`src/rtl/byte_to_word_packer_if.sv`:
```
// rtl/byte_to_word_packer_if.sv - byte-in / word-out handshake bundle for byte_to_word_packer
interface byte_to_word_packer_if;
  logic [7:0]  data_in;
  logic        valid_in;
  logic        ready_out;
  logic [31:0] data_out;
  logic        valid_out;
  logic [2:0]  bytes_out;
  logic        overflow;

  modport master (
    output data_in, valid_in, ready_out,
    input  data_out, valid_out, bytes_out, overflow
  );

  modport slave (
    input  data_in, valid_in, ready_out,
    output data_out, valid_out, bytes_out, overflow
  );
endinterface

```
`src/rtl/byte_to_word_packer.sv`:
```
// rtl/byte_to_word_packer.sv - packs receiver bytes into 32-bit words via a 2-entry output FIFO
// Optional partial-word flush on idle is enabled by defining PARTIAL_FLUSH_EN.
module byte_to_word_packer (
  input logic                  clk_4f,
  input logic                  reset_L,
  byte_to_word_packer_if.slave bus
);

  logic [1:0]  idx_q, idx_d;
  logic [23:0] acc_q, acc_d;
  logic [31:0] word_q [2];
  logic [2:0]  nbytes_q [2];
  logic        rd_ptr_q, wr_ptr_q;
  logic [1:0]  cnt_q, cnt_d;
  logic        ovf_q, ovf_d;

  logic        push, pop, accept;
  logic [31:0] push_word;
  logic [2:0]  push_bytes;

  // acc is cleared whenever idx returns to 0 so unfilled slots read as zero padding
  always_comb begin
    idx_d      = idx_q;
    acc_d      = acc_q;
    push       = 1'b0;
    push_word  = '0;
    push_bytes = '0;
    if (bus.valid_in) begin
      idx_d = idx_q + 2'd1;
      case (idx_q)
        2'd0: acc_d[23:16] = bus.data_in;
        2'd1: acc_d[15:8]  = bus.data_in;
        2'd2: acc_d[7:0]   = bus.data_in;
        default: begin
          push       = 1'b1;
          push_word  = {acc_q, bus.data_in};
          push_bytes = 3'd4;
          acc_d      = '0;
        end
      endcase
    end else if (idx_q != 2'd0) begin
      idx_d = 2'd0;
      acc_d = '0;
`ifdef PARTIAL_FLUSH_EN
      push       = 1'b1;
      push_word  = {acc_q, 8'h00};
      push_bytes = {1'b0, idx_q};
`endif
    end
  end

  assign pop    = (cnt_q != 2'd0) && bus.ready_out;
  assign accept = push && ((cnt_q != 2'd2) || pop);
  assign ovf_d  = ovf_q | (push & ~accept);

  always_comb begin
    cnt_d = cnt_q;
    case ({accept, pop})
      2'b10:   cnt_d = cnt_q + 2'd1;
      2'b01:   cnt_d = cnt_q - 2'd1;
      default: cnt_d = cnt_q;
    endcase
  end

  // With a simultaneous push/pop at count 2, wr_ptr equals rd_ptr: the new word lands in the slot being vacated
  always_ff @(posedge clk_4f or negedge reset_L) begin
    if (!reset_L) begin
      idx_q       <= '0;
      acc_q       <= '0;
      rd_ptr_q    <= 1'b0;
      wr_ptr_q    <= 1'b0;
      cnt_q       <= '0;
      ovf_q       <= 1'b0;
      word_q[0]   <= '0;
      word_q[1]   <= '0;
      nbytes_q[0] <= '0;
      nbytes_q[1] <= '0;
    end else begin
      idx_q <= idx_d;
      acc_q <= acc_d;
      cnt_q <= cnt_d;
      ovf_q <= ovf_d;
      if (accept) begin
        word_q[wr_ptr_q]   <= push_word;
        nbytes_q[wr_ptr_q] <= push_bytes;
        wr_ptr_q           <= ~wr_ptr_q;
      end
      if (pop) begin
        rd_ptr_q <= ~rd_ptr_q;
      end
    end
  end

  assign bus.valid_out = (cnt_q != 2'd0);
  assign bus.data_out  = bus.valid_out ? word_q[rd_ptr_q]   : 32'h0;
  assign bus.bytes_out = bus.valid_out ? nbytes_q[rd_ptr_q] : 3'd0;
  assign bus.overflow  = ovf_q;

endmodule

```
`src/flat_wrapper.sv`:
```
// flat-port wrapper written by rule: the top's interface ports become plain ports
module byte_to_word_packer_flat 
  (clk_4f, reset_L, bus_data_in, bus_valid_in, bus_ready_out, bus_data_out, bus_valid_out, bus_bytes_out, bus_overflow);
  byte_to_word_packer_if bus_i ();
  input logic clk_4f;
  input logic reset_L;
  input wire logic [$bits(bus_i.data_in)-1:0] bus_data_in;
  input wire logic [$bits(bus_i.valid_in)-1:0] bus_valid_in;
  input wire logic [$bits(bus_i.ready_out)-1:0] bus_ready_out;
  output wire logic [$bits(bus_i.data_out)-1:0] bus_data_out;
  output wire logic [$bits(bus_i.valid_out)-1:0] bus_valid_out;
  output wire logic [$bits(bus_i.bytes_out)-1:0] bus_bytes_out;
  output wire logic [$bits(bus_i.overflow)-1:0] bus_overflow;
  assign bus_i.data_in = bus_data_in;
  assign bus_i.valid_in = bus_valid_in;
  assign bus_i.ready_out = bus_ready_out;
  assign bus_data_out = bus_i.data_out;
  assign bus_valid_out = bus_i.valid_out;
  assign bus_bytes_out = bus_i.bytes_out;
  assign bus_overflow = bus_i.overflow;
  byte_to_word_packer u_core (.clk_4f(clk_4f), .reset_L(reset_L), .bus(bus_i));
endmodule
```
`config.mk`:
```
export PLATFORM = sky130hd
export DESIGN_NAME = byte_to_word_packer_flat
export DESIGN_NICKNAME = d
export VERILOG_FILES = /design/src/rtl/byte_to_word_packer_if.sv /design/src/rtl/byte_to_word_packer.sv /design/src/flat_wrapper.sv
export SDC_FILE = /design/constraint.sdc
export NUM_CORES = 1
export LEC_CHECK = 0
export CORE_AREA = 2 2 107 83
export DETAILED_ROUTE_END_ITERATION = 7
export DIE_AREA = 0 0 109 85
export GPL_TIMING_DRIVEN = 0
export PLACE_DENSITY = 0.81
export SYNTH_ARGS = -nofsm -noshare
export SYNTH_HDL_FRONTEND = slang
export SYNTH_SLANG_ARGS = --single-unit
```
`constraint.sdc`:
```
create_clock -name clk_4f -period 2.1 [get_ports clk_4f]
set_input_delay 0.42 -clock clk_4f [delete_from_list [all_inputs] [get_ports clk_4f]]
set_output_delay 0.42 -clock clk_4f [all_outputs]
set_load 0.03 [all_outputs]
```
; Yosys cells after proc, flatten, opt, wreduce, memory -nomap -nowiden
; Cells that the tools add are included.
[word_totals]
ff_bits = 101
latchBits = 0
elab_cells = 77
mem_bits_rw = 0
mem_count = 0
romBits = 0
in_bits = 12
out_inout_bits = 37
[op_classes]
muxes = 28
n_div = 0
n_reduce_logical = 16
bitwise_logic = 7
n_eq_ne = 8
n_mul = 0
add_sub_neg = 3
shift = 0
n_lt_le_gt_ge = 3
[op_table]
columns = op, count
row1 = 32-bit 2-to-1 mux, 7
row2 = 64-bit bitwise mux, 1
row3 = 24-bit 2-to-1 mux, 2
row4 = 8-bit one-hot mux with 2 select lines, 3
row5 = 32-bit demux with 1-bit select, 1
row6 = 3-bit 2-to-1 mux, 7
row7 = 2-bit != test (second input constant), 4
row8 = 2-bit nonzero test, 4
row9 = 6-bit bitwise mux, 1
row10 = 2-bit AND reduction, 3
row11 = 2-bit OR reduction, 3
row12 = 2-bit by 1-bit adder with 2-bit output (second input constant), 2
row13 = 2-bit by 1-bit == test with 1-bit output (second input constant), 2
row14 = 2-bit == test (second input constant), 2
row15 = 2-bit greater-or-equal comparator (second input constant), 2
row16 = 2-bit 2-to-1 mux, 2
row17 = 1-bit inverter with 2-bit output, 2
row18 = 2-bit one-hot mux with 2 select lines, 1
row19 = 3-bit demux with 1-bit select, 1
row20 = 1-bit logical AND, 3
row21 = 1-bit inverter, 3
row22 = 3-bit OR reduction, 1
row23 = 2-bit zero test, 1
row24 = 2-bit by 1-bit < comparator with 1-bit output (second input constant), 1
row25 = other kinds (5), 6

; Depth between registers and ports, before layout
; Gate-level depths: netlist of run 1.
[depth]
ltp_word = 8
ltp_mapped = 7
depth_no_buf = 7

; Worst setup path before layout of run 1
; No wires, ideal clock.
[synth_timing]
path_type = reg2out
startpoint = register u_core.rd_ptr_q
endpoint = output bus_data_out[10]
arrival_time_ns = 1.389
stages_incl_launch_ff = 5
path_slack_ns = 0.291
n_path_buf = 2
path_cell_list = dfrtp_1 > clkbuf_1 > buf_2 > mux2i_1 > nor2_1
[synth_via]
elab_chain_cells = 5
[synth_rtl]
columns = element, line
row1 = from (decl), byte_to_word_packer.sv:13  ; logic rd_ptr_q, wr_ptr_q;
row2 = from (signal assigned), byte_to_word_packer.sv:89  ; rd_ptr_q <= ~rd_ptr_q;
row3 = 1-bit inverter with 2-bit output (not written as such), byte_to_word_packer.sv:95  ; assign bus.data_out = bus.valid_out ? word_q[rd_ptr_q] : 32'h0;
row4 = 32-bit 2-to-1 mux (not written as such) (3 in series), byte_to_word_packer.sv:95
row5 = 32-bit 2-to-1 mux, byte_to_word_packer.sv:95
row6 = to (decl), flat_wrapper.sv:10  ; output wire logic [$bits(bus_i.data_out)-1:0] bus_data_out;
; No other way between the ends. The select of a mux whose other input is x is not followed.

; Worst setup path in the final report of run 1
[layout_timing]
startpoint = register u_core.rd_ptr_q
endpoint = output bus_data_out[0]
; The elaborated chain is that of the path after synthesis.

==> results of run 1 <==
worst reg2reg max path: stages (launching register included):
cell	delay, ps
dfrtp_1	440
ha_1	240
nand2_2	120
nor3b_4	400
buf_6	230
mux2_2	360
metal layers:
metal	GRT usage	vias up
met5	0	-
met4	0.0618	0
met3	0.0599	11
met2	0.340	73
met1	0.304	1505
li1	-	1342
area by class of cell:
class                      instances  area [sq um]
timing repair buffer              55           512
sequential                        97          2430
buffer                            22           166
clock buffer                      11           151
clock inverter                     4          76.3
fill                             650          2940
inverter                          12          45.0
multi-input combinational        218          1780
tap                              108           135
cell usage in the layout, fill, tap and decap left out, types with 2 or more instances in the layout:
| master | count |
|---|---|
| mux2_1 | 4 |
| clkbuf_2 | 15 |
| and2_1 | 3 |
| clkbuf_1 | 6 |
| a31o_2 | 2 |
| buf_4 | 12 |
| ha_1 | 5 |
| nand2_1 | 17 |
| dfrtp_1 | 94 |
| xnor2_1 | 3 |
| mux2_2 | 60 |
| bufinv_16 | 2 |
| nor3b_4 | 2 |
| dfrtp_2 | 3 |
| clkbuf_8 | 12 |
| nand4_1 | 8 |
| dlygate4sd2_1 | 3 |
| xor2_1 | 2 |
| clkdlybuf4s50_1 | 11 |
| clkdlybuf4s15_1 | 2 |
| or2_2 | 3 |
| a22o_1 | 16 |
| conb_1 | 2 |
| nor2_1 | 34 |
| o21ai_0 | 17 |
| clkdlybuf4s15_2 | 16 |
| buf_6 | 5 |
| inv_1 | 12 |
| mux2i_1 | 33 |
power by group through the flow:
stage	combinational [uW]	clock (uW)	sequential, uW
2_1_floorplan	2150	0	2820
3_3_place_gp	3040	0	2880
3_5_place_dp	3110	0	2930
4_1_cts	3190	1380	2930
5_1_grt	3430	1460	3020
6_report	3180	1360	2930
registers in the layout, indices dropped and copies added (netlist names):
register	count
u_core.acc_q	24
u_core.bus.overflow	1
u_core.cnt_q	2
u_core.idx_q	2
u_core.nbytes_q	2
u_core.rd_ptr_q	1
u_core.word_q	64
u_core.wr_ptr_q	1
final timing paths:
path | end | cells after the start
hold reg to reg | u_core.nbytes_q[5] | 1
max in group asynchronous | u_core.word_q[10] | 3
hold / removal | u_core.nbytes_q[5] | 1
setup reg to reg | u_core.word_q[15] | 5
setup / recovery | bus_data_out[0] | 4
min in group asynchronous | u_core.word_q[25] | 2
repair_timing:
item,in CTS,in global routing
gates resized for setup,91,27
gates cloned,1,0
setup buffers,4,2
hold endpoints to repair,23,0
setup endpoints to repair,34,51
hold buffers,1,0
pin swaps,1,0
through the flow:
step,setup WS [ps],instance area (sq um),util,TNS [ps]
2_1_floorplan,291,4380,-,0
3_3_place_gp,-2810,4980,0.604,-293520
3_5_place_dp,-481,5000,0.607,-23560
4_1_cts,-28.0,5340,0.648,-28.0
5_1_grt,-28.8,5300,0.643,-31.0
6_report,43.2,5300,0.643,0
cells by family after synthesis:
| logic type | Yosys count |
|---|---|
| multiplexers | 97 |
| flip-flops | 97 |
| AND/OR/NAND/NOR | 72 |
| AO/OA/AOI/OAI | 37 |
| buffers and inverters | 36 |
| adder cells (fa/ha/maj) | 5 |
| XOR/XNOR | 5 |
| other | 1 |
==> summary.md, run 1 <==
| Metric | Value |
|---|---|
| Mapped Cells | 350 |
| Residual DRC | 0 |
| Initial core utilization | 0.532 |
| Fmax | 486 MHz |
| Largest net degree at the start of global routing | 75 |
| Vias in the first global route | 3,032 |
| RR Startpoint | u_core.idx_q[0] |
| Initial antenna violation count | 0 |
| Synth top cells by count | dfrtp_1 (97), mux2_2 (60), nor2_1 (35) |
| Clock share of power | 0.182 |
| Total grt overflow | 0 |
| Switching Power | 2790 uW |
| Fin crit share | 0.979 |
| Largest family of logic cells by synthesized area | multiplexers |
| Final setup vio count | 0 |
| Post-synthesis sequential element count | 97 |
| First-pass GRT wire length | 15,400 um |
| Sink Count | 97 |
| Combinational share of power | 0.426 |
| Seq/Total Area, Yosys | 0.554 |
| DR vias/cell | 5.56 |
| Synth Area in Compound Gates | 0.0583 |
| CTS tree | yes |
| Root Driver | clkbuf_8 |
| Post-DP HPWL | 6120 um |
| Nets | 432 |
| DR WL met3 | 482 um |
| Worst Clk Skew | 14.0 ps |
| Post-synthesis adder-cell area fraction | 0.0143 |
| Mapped Area | 0.00438 sq mm |
| Maximum root-to-sink buffer count | 2 |
| Tot Pwr | 7460 uW |
| CP bufs+invs | 2 |
| Worst hold slack | 475 ps |
| RePlAce Congestion | 0.794 |
| WL/cell | 17.3 um |
| Multiplexer share of the synthesized area | 0.240 |
| Diode count | 0 |
| Switching Share | 0.374 |
| DR vias | 2,931 |
| Pwr/cell area | 1410 mW/mm^2 |
| Leak Pwr | 0.00257 uW |
| Cell variety after synth | 28 |
| EDFF count, synth | 0 |
| Final hold violation count | 0 |
| DP Cell Count | 506 |
| CP cell instances | buf_4 -> mux2i_1 -> nor2_1 -> dlygate4sd2_1 |
| Worst vdd rail ir drop | 0.982 mV |
| Met2 WL | 4320 um |
| Reg power frac | 0.393 |
| Crit path capture type | output port |
| DR iter-0 viols | 163 |
| Delay-heaviest family, CP | buffers and inverters |
| Critical path's largest stage delay | 470 ps |
| Share of the synthesized area in the top cell type | 0.554 |
| Area growth, synth to finish | 21.0% |
| Post-Synth XOR/XNOR Area | 0.0100 |
| Hold Path Class | reg2reg |
| Core Footprint | 0.00824 sq mm |
| Hold path startpoint | u_core.nbytes_q[5] |
| Beginning of the critical path | u_core.rd_ptr_q |
| Finished Layout Cells | 527 |
| Die Area | 0.00927 sq mm |
| Slowest CP cell | dfrtp_2 |
| FFs w/ async S/R, synth | 1.00 |
| Clk slew on worst S/H paths | 80 ps |
| CTS Buf Count | 9 |
| Die X | 109 um |
| Synth area leaders | dfrtp_1 (55%), mux2_2 (15%), mux2i_1 (7.5%), a22o_1 (3.2%), nor2_1 (3.0%) |
| Final wirelength | 9130 um |
| Synth warn | 0 |
| Worst skew pair latency | 360 ps |
| Post-synth top area cell | dfrtp_1 |
| Max cap viols | 0 |
| Fraction of the mapped netlist area in simple logic gates | 0.0809 |
| M1 WL | 4240 um |
| Top Ports | 49 |
| Outcome | complete, no violations |
| Slew Limit Fails | 0 |
| Worst Path Max Fanout | 6 |
| Tmin final | 2060 ps |
| Die Height | 85 um |
| DR top layer | met4 |
| Synth Area per Inst | 12.5 sq um |
| Cell-internal power | 4670 uW |
| First-pass iteration count of the detailed router | 4 |
| Worst reg2reg setup slack | 210 ps |
| Row count | 29 |
| GRT Total Usage | 0.219 |
| Worst EP arrival | 1640 ps |
| Layout cell share with drive strength beyond 1 | 0.337 |
| CP Launch Type | flip-flop |
| Critical path class | reg2out |
| Critical path required time | 1680 ps |
| Port-buffer cells | 46 |
| Main synth FF type | dfrtp_1 |
| Most numerous cell in the Yosys netlist | dfrtp_1 |
| Routed Antenna Nets | 0 |
| Htree depth | 3 |
(Power assumes the default switching activity.)
==> run 2: changes to the inputs <==
==> constraint.sdc (replaced) <==
create_clock -name clk_4f -period 2.1 [get_ports clk_4f]
set_input_delay 0.315 -clock clk_4f [delete_from_list [all_inputs] [get_ports clk_4f]]
set_output_delay 0.315 -clock clk_4f [all_outputs]
set_load 0.03 [all_outputs]
==> run 2 against run 1 <==
Via count shrank 0.44%; critical path type unchanged; global-route usage shrank 0.41 points; sequential power is essentially flat; sequential share of layout area grew 0.28 points; final area shrank 0.66%; largest cell class unchanged; critical path depth is the same; die area is the same.
==> summary.md, run 2 (same netlist as run 1, synthesis figures left out) <==
| Metric | Value |
|---|---|
| Final hold violation count | 0 (unchanged) |
| Initial core utilization | 0.532 (unchanged) |
| CP bufs+invs | 2 (unchanged) |
| DR vias | 2,918 (-0.44%) |
| Row count | 29 (unchanged) |
| Top Usage Layer GRT | met2 |
| First-pass iteration count of the detailed router | 4 (unchanged) |
| Critical path's largest stage delay | 440 ps (-30 ps) |
| Cell Area, Placed | 0.00500 sq mm (unchanged) |
| RSZ-0062 raised after global routing | false |
| CP cell instances | buf_4 -> mux2i_1 -> nor2_1 -> dlygate4sd2_1 |
| Hold Path Class | in2async |
| Top flop regs | u_core.word_q x64, u_core.acc_q x24 |
| Worst Path Max Fanout | 10 (+4) |
| Residual DRC | 0 (unchanged) |
| Max cap viols | 0 (unchanged) |
| Worst vdd rail ir drop | 0.963 mV (-1.9%) |
| First-pass GRT wire length | 15,200 um (-1.6%) |
| Slowest CP cell | dfrtp_2 |
| Fmax | 506 MHz (+4.0%) |
| Finished Cell Area | 0.00526 sq mm (-0.66%) |
| Vias in the first global route | 3,018 (-0.46%) |
| Total grt overflow | 0 (unchanged) |
| Worst skew pair latency | 360 ps (about the same) |
| Top Ports | 49 (unchanged) |
| Die Area | 0.00927 sq mm (unchanged) |
| DR iter-0 viols | 138 (-15%) |
| Most flops, register | u_core.word_q |
| Crit path capture type | output port |
| Worst EP arrival | 1660 ps (+20 ps) |
| Die Height | 85 um (unchanged) |
| Clk slew on worst S/H paths | 90 ps (about the same) |
| GRT Total Usage | 0.215 (-0.00412) |
| Maximum root-to-sink buffer count | 2 (unchanged) |
| Leak Pwr | 0.00264 uW (+2.5%) |
| Critical path required time | 1780 ps (+100 ps) |
| Final wirelength | 8940 um (-2.1%) |
| Final setup vio count | 0 (unchanged) |
| Fin crit share | 0.942 (-0.0378) |
| Finished Layout Cells | 526 (-0.19%) |
| Met1 GRT Util | 0.299 (-0.00511) |
| Delay-heaviest family, CP | buffers and inverters |
| Nets | 431 (-0.23%) |
| Initial antenna violation count | 0 (unchanged) |
| Commonest cells after routing, fill and taps aside | dfrtp_1 (95), mux2_2 (60), nor2_1 (34), mux2i_1 (33), dlygate4sd2_1 (24) |
| Most common cell after layout, fill and taps aside | dfrtp_1 |
| DP Cell Count | 506 (unchanged) |
| Layout cell share with drive strength beyond 1 | 0.287 (-0.0494) |
| Slew Limit Fails | 0 (unchanged) |
| CP Launch Type | flip-flop |
| CTS tree | yes |
| Sink Count | 97 (unchanged) |
| RePlAce Congestion | 0.794 (unchanged) |
| Met3 usage | 0.0591 (-0.000768) |
| Filler cells | 648 (-0.31%) |
| CTS Buf Count | 9 (unchanged) |
| Max FFs per register | 64 (unchanged) |
| Tmin final | 1980 ps (-79.4 ps) |
| Tot Pwr | 7320 uW (-2.0%) |
| Core Footprint | 0.00824 sq mm (unchanged) |
| Outcome | complete, no violations |
| Die X | 109 um (unchanged) |
| Port-buffer cells | 46 (unchanged) |
| Worst hold slack | 409 ps (-66.5 ps) |
| DR vias/cell | 5.55 (-0.25%) |
| WL/cell | 17.0 um (-1.9%) |
| Post-DP HPWL | 6120 um (unchanged) |
| Pwr/cell area | 1390 mW/mm^2 (-1.3%) |
| Root Driver | clkbuf_8 |
| GR met2 Demand/Resource | 0.334 (-0.00678) |
| Area growth, synth to finish | 20.2% |
| Routed Antenna Nets | 0 (unchanged) |
| Diode count | 0 (unchanged) |
| Critical path class | reg2out |
| Worst Clk Skew | 12.2 ps (-1.84 ps) |
| Largest net degree at the start of global routing | 75 (unchanged) |
| Htree depth | 3 (unchanged) |
==> run 2: changes by cell type in the layout (fill, tap and decap cells not counted), sizes merged <==
cell           previous run  this run
dlygate4sd2               3        24
clkbuf                   34        27
clkdlybuf4s15            18         5
buf                      21        19
==> run 2: where the power goes <==
part	switching (uW)	total (uW)	leakage (uW)	internal, uW
Sequential	428	2930	0.00130	2500
Clock	624	1360	0.000112	732
Combinational	1700	3030	0.00123	1330
==> run 2: path summary, 6_finish.rpt <==
kind / start / endpoint / slack, ps / cells after the start
worst min-delay path: reset_L / u_core.word_q[25] / 410 / 2
min in group clk_4f: u_core.nbytes_q[5] / u_core.nbytes_q[5] / 470 / 1
worst min register to register: u_core.nbytes_q[5] / u_core.nbytes_q[5] / 470 / 1
worst max-delay path: u_core.rd_ptr_q / bus_data_out[11] / 120 / 4
worst max register to register: u_core.idx_q[0] / u_core.word_q[15] / 220 / 5
max in group asynchronous: reset_L / u_core.word_q[10] / 1030 / 3
==> run 2: metal layers <==
metal | part of all wire | wire length (um)
met3 | 0.058 | 515
met4 | 0.014 | 121
met2 | 0.47 | 4170
met1 | 0.46 | 4130
met5 | 0 | 0
==> run 2: layout make-up <==
| class | instances | area (sq um) | area share |
|---|---|---|---|
| multi-input combinational | 218 | 1780 | 0.338 |
| clock inverter | 4 | 76.3 | 0.0145 |
| clock buffer | 11 | 151 | 0.0288 |
| inverter | 12 | 45.0 | 0.00856 |
| tap | 108 | 135 | 0.0257 |
| timing repair buffer | 53 | 484 | 0.0920 |
| sequential | 97 | 2430 | 0.462 |
| buffer | 23 | 160 | 0.0304 |
==> run 2: metrics by stage <==
stage	TNS, ps	utilization	worst slack [ps]
2_1_floorplan	0	-	313
3_3_place_gp	-273850	0.604	-2700
3_5_place_dp	-13900	0.607	-376
4_1_cts	0	0.638	0.249
5_1_grt	0	0.639	43.5
6_report	0	0.639	123
==> run 2: repair_timing <==
item / 4_1_cts / 5_1_grt
pin swaps: 1 / 0
cloned: 0 / 0
endpoints found under the hold margin: 23 / 0
buffers inserted: 1 / 4
endpoints found under the setup margin: 34 / 39
hold buffers: 1 / 0
resized for setup: 63 / 11
==> run 3: changes to the inputs <==
CAP_MARGIN = 20   (was not set)
CTS_CLUSTER_DIAMETER = 30   (was not set)
==> run 3 against run 2 <==
Setup slack is the same; register-to-register slack is essentially flat; sequential share of layout area stayed put; clock power is essentially flat; via count stayed put; count of clock-buffer cells in the layout did not move; maximum frequency stayed put; core utilization unchanged; critical path type unchanged; highest routed layer unchanged.
==> summary.md, run 3 (same netlist as run 1, synthesis figures left out) <==
| Metric | Value |
|---|---|
| Outcome | complete, no violations |
| Worst Path Max Fanout | 10 (unchanged) |
| Fmax | 506 MHz (unchanged) |
| CP bufs+invs | 2 (unchanged) |
| RePlAce Congestion | 0.794 (unchanged) |
| Top Ports | 49 (unchanged) |
| Switching Share | 0.376 (unchanged) |
| CP cell instances | buf_4 -> mux2i_1 -> nor2_1 -> dlygate4sd2_1 |
| Leak Pwr | 0.00264 uW (unchanged) |
| Row count | 29 (unchanged) |
| DR iter-0 viols | 138 (unchanged) |
| First-pass iteration count of the detailed router | 4 (unchanged) |
| Slowest CP cell | dfrtp_2 |
| DR vias | 2,918 (unchanged) |
| Worst EP arrival | 1660 ps (about the same) |
| Filler cells | 648 (unchanged) |
| Worst skew pair latency | 360 ps (about the same) |
| Final setup vio count | 0 (unchanged) |
| Switching Power | 2750 uW (unchanged) |
| Initial core utilization | 0.532 (unchanged) |
| Commonest cells after routing, fill and taps aside | dfrtp_1 (95), mux2_2 (60), nor2_1 (34), mux2i_1 (33), dlygate4sd2_1 (24) |
| First-pass GRT wire length | 15,200 um (unchanged) |
| Layout cell share with drive strength beyond 1 | 0.287 (unchanged) |
| Residual DRC | 0 (unchanged) |
| Critical path's largest stage delay | 440 ps (about the same) |
| Die X | 109 um (unchanged) |
| Diode count | 0 (unchanged) |
| Critical path class | reg2out |
| Finished Layout Cells | 526 (unchanged) |
| Slew Limit Fails | 0 (unchanged) |
| Fin crit share | 0.942 (unchanged) |
| Die Height | 85 um (unchanged) |
| Area growth, synth to finish | 20.2% (unchanged) |
| Worst Clk Skew | 12.2 ps (unchanged) |
| Total grt overflow | 0 (unchanged) |
| RSZ-0062 raised after global routing | false |
| Routed Antenna Nets | 0 (unchanged) |
| Post-DP HPWL | 6120 um (unchanged) |
| DR vias/cell | 5.55 (unchanged) |
| Core Footprint | 0.00824 sq mm (unchanged) |
| Initial antenna violation count | 0 (unchanged) |
| Root Driver | clkbuf_8 |
| Combinational share of power | 0.415 (about the same) |
| Die Area | 0.00927 sq mm (unchanged) |
| WL/cell | 17.0 um (unchanged) |
| Final wirelength | 8940 um (unchanged) |
| Tmin final | 1980 ps (unchanged) |
| Delay-heaviest family, CP | buffers and inverters |
| CTS Buf Count | 9 (unchanged) |
| Clk slew on worst S/H paths | 90 ps (about the same) |
| Clock share of power | 0.185 (about the same) |
| Sink Count | 97 (unchanged) |
| Critical path required time | 1780 ps (about the same) |
| CTS tree | yes |
| Maximum root-to-sink buffer count | 2 (unchanged) |
| Top flop regs | u_core.word_q x64, u_core.acc_q x24 |
| CP Launch Type | flip-flop |
| Hold Path Class | in2async |
| Final hold violation count | 0 (unchanged) |
| Most flops, register | u_core.word_q |
| Vias in the first global route | 3,018 (unchanged) |
| Pwr/cell area | 1390 mW/mm^2 (unchanged) |
| DP Cell Count | 506 (unchanged) |
| Crit path capture type | output port |
| Cell-internal power | 4560 uW (unchanged) |
| Worst vdd rail ir drop | 0.963 mV (unchanged) |
| Nets | 431 (unchanged) |
| Max cap viols | 0 (unchanged) |
| Port-buffer cells | 46 (unchanged) |
| Reg power frac | 0.400 (about the same) |
| Largest net degree at the start of global routing | 75 (unchanged) |
| Worst hold slack | 409 ps (unchanged) |
| Most common cell after layout, fill and taps aside | dfrtp_1 |
| Max FFs per register | 64 (unchanged) |
| Htree depth | 3 (unchanged) |
| GRT Total Usage | 0.215 (unchanged) |
run 3: cell type report:
type	count	area, sq um	share of cell area
Sequential cell	97	2430	0.462
Buffer	23	160	0.0304
Timing Repair Buffer	53	484	0.0920
Clock buffer	11	151	0.0288
Inverter	12	45.0	0.00856
Multi-Input combinational cell	218	1780	0.338
Clock inverter	4	76.3	0.0145
Tap cell	108	135	0.0257
run 3: metrics by stage:
stage,power [uW],area (sq um),TNS (ps),setup WS (ps),utilization
4_1_cts,7330,5250,0,0.249,0.638
5_1_grt,7770,5260,0,43.5,0.639
3_5_place_dp,6040,5000,-13900,-376,0.607
3_3_place_gp,5930,4980,-273850,-2700,0.604
2_1_floorplan,4970,4380,0,313,-
6_report,7320,5260,0,123,0.639
run 3: path summary, 6_finish.rpt:
check / from / depth (start not counted) / to / slack, ps
max reg2reg: u_core.idx_q[0] / 5 / u_core.word_q[15] / 220
min: reset_L / 2 / u_core.word_q[25] / 410
max: u_core.rd_ptr_q / 4 / bus_data_out[11] / 120
min in group clk_4f: u_core.nbytes_q[5] / 1 / u_core.nbytes_q[5] / 470
max in group asynchronous: reset_L / 3 / u_core.word_q[10] / 1030
min reg2reg: u_core.nbytes_q[5] / 1 / u_core.nbytes_q[5] / 470
run 3: worst reg2reg max path, cell delays in order (launching register included):
cell     delay (ps)
dfrtp_1         440
ha_1            240
nand2_2         120
nor3b_4         400
buf_6           230
mux2_2          360
run 3: power groups by stage:
stage | Clock, uW | Sequential (uW) | Combinational (uW)
3_3_place_gp | 0 | 2880 | 3040
4_1_cts | 1380 | 2940 | 3000
2_1_floorplan | 0 | 2820 | 2150
5_1_grt | 1460 | 3010 | 3290
3_5_place_dp | 0 | 2930 | 3110
6_report | 1360 | 2930 | 3030
run 3: timing repair:
| action | CTS | global route |
|---|---|---|
| setup endpoints to repair | 34 | 39 |
| hold buffers | 1 | 0 |
| cloned | 0 | 0 |
| endpoints found under the hold margin | 23 | 0 |
| resized for setup | 63 | 11 |
| pin swaps | 1 | 0 |
| setup buffers | 1 | 4 |
run 3: metal layers:
metal	share of wire	up-vias	routed length, um	GRT usage
li1	-	1341	-	-
met1	0.46	1486	4130	0.299
met2	0.47	76	4170	0.334
met3	0.058	15	515	0.0591
met4	0.014	0	121	0.0594
met5	0	-	0	0
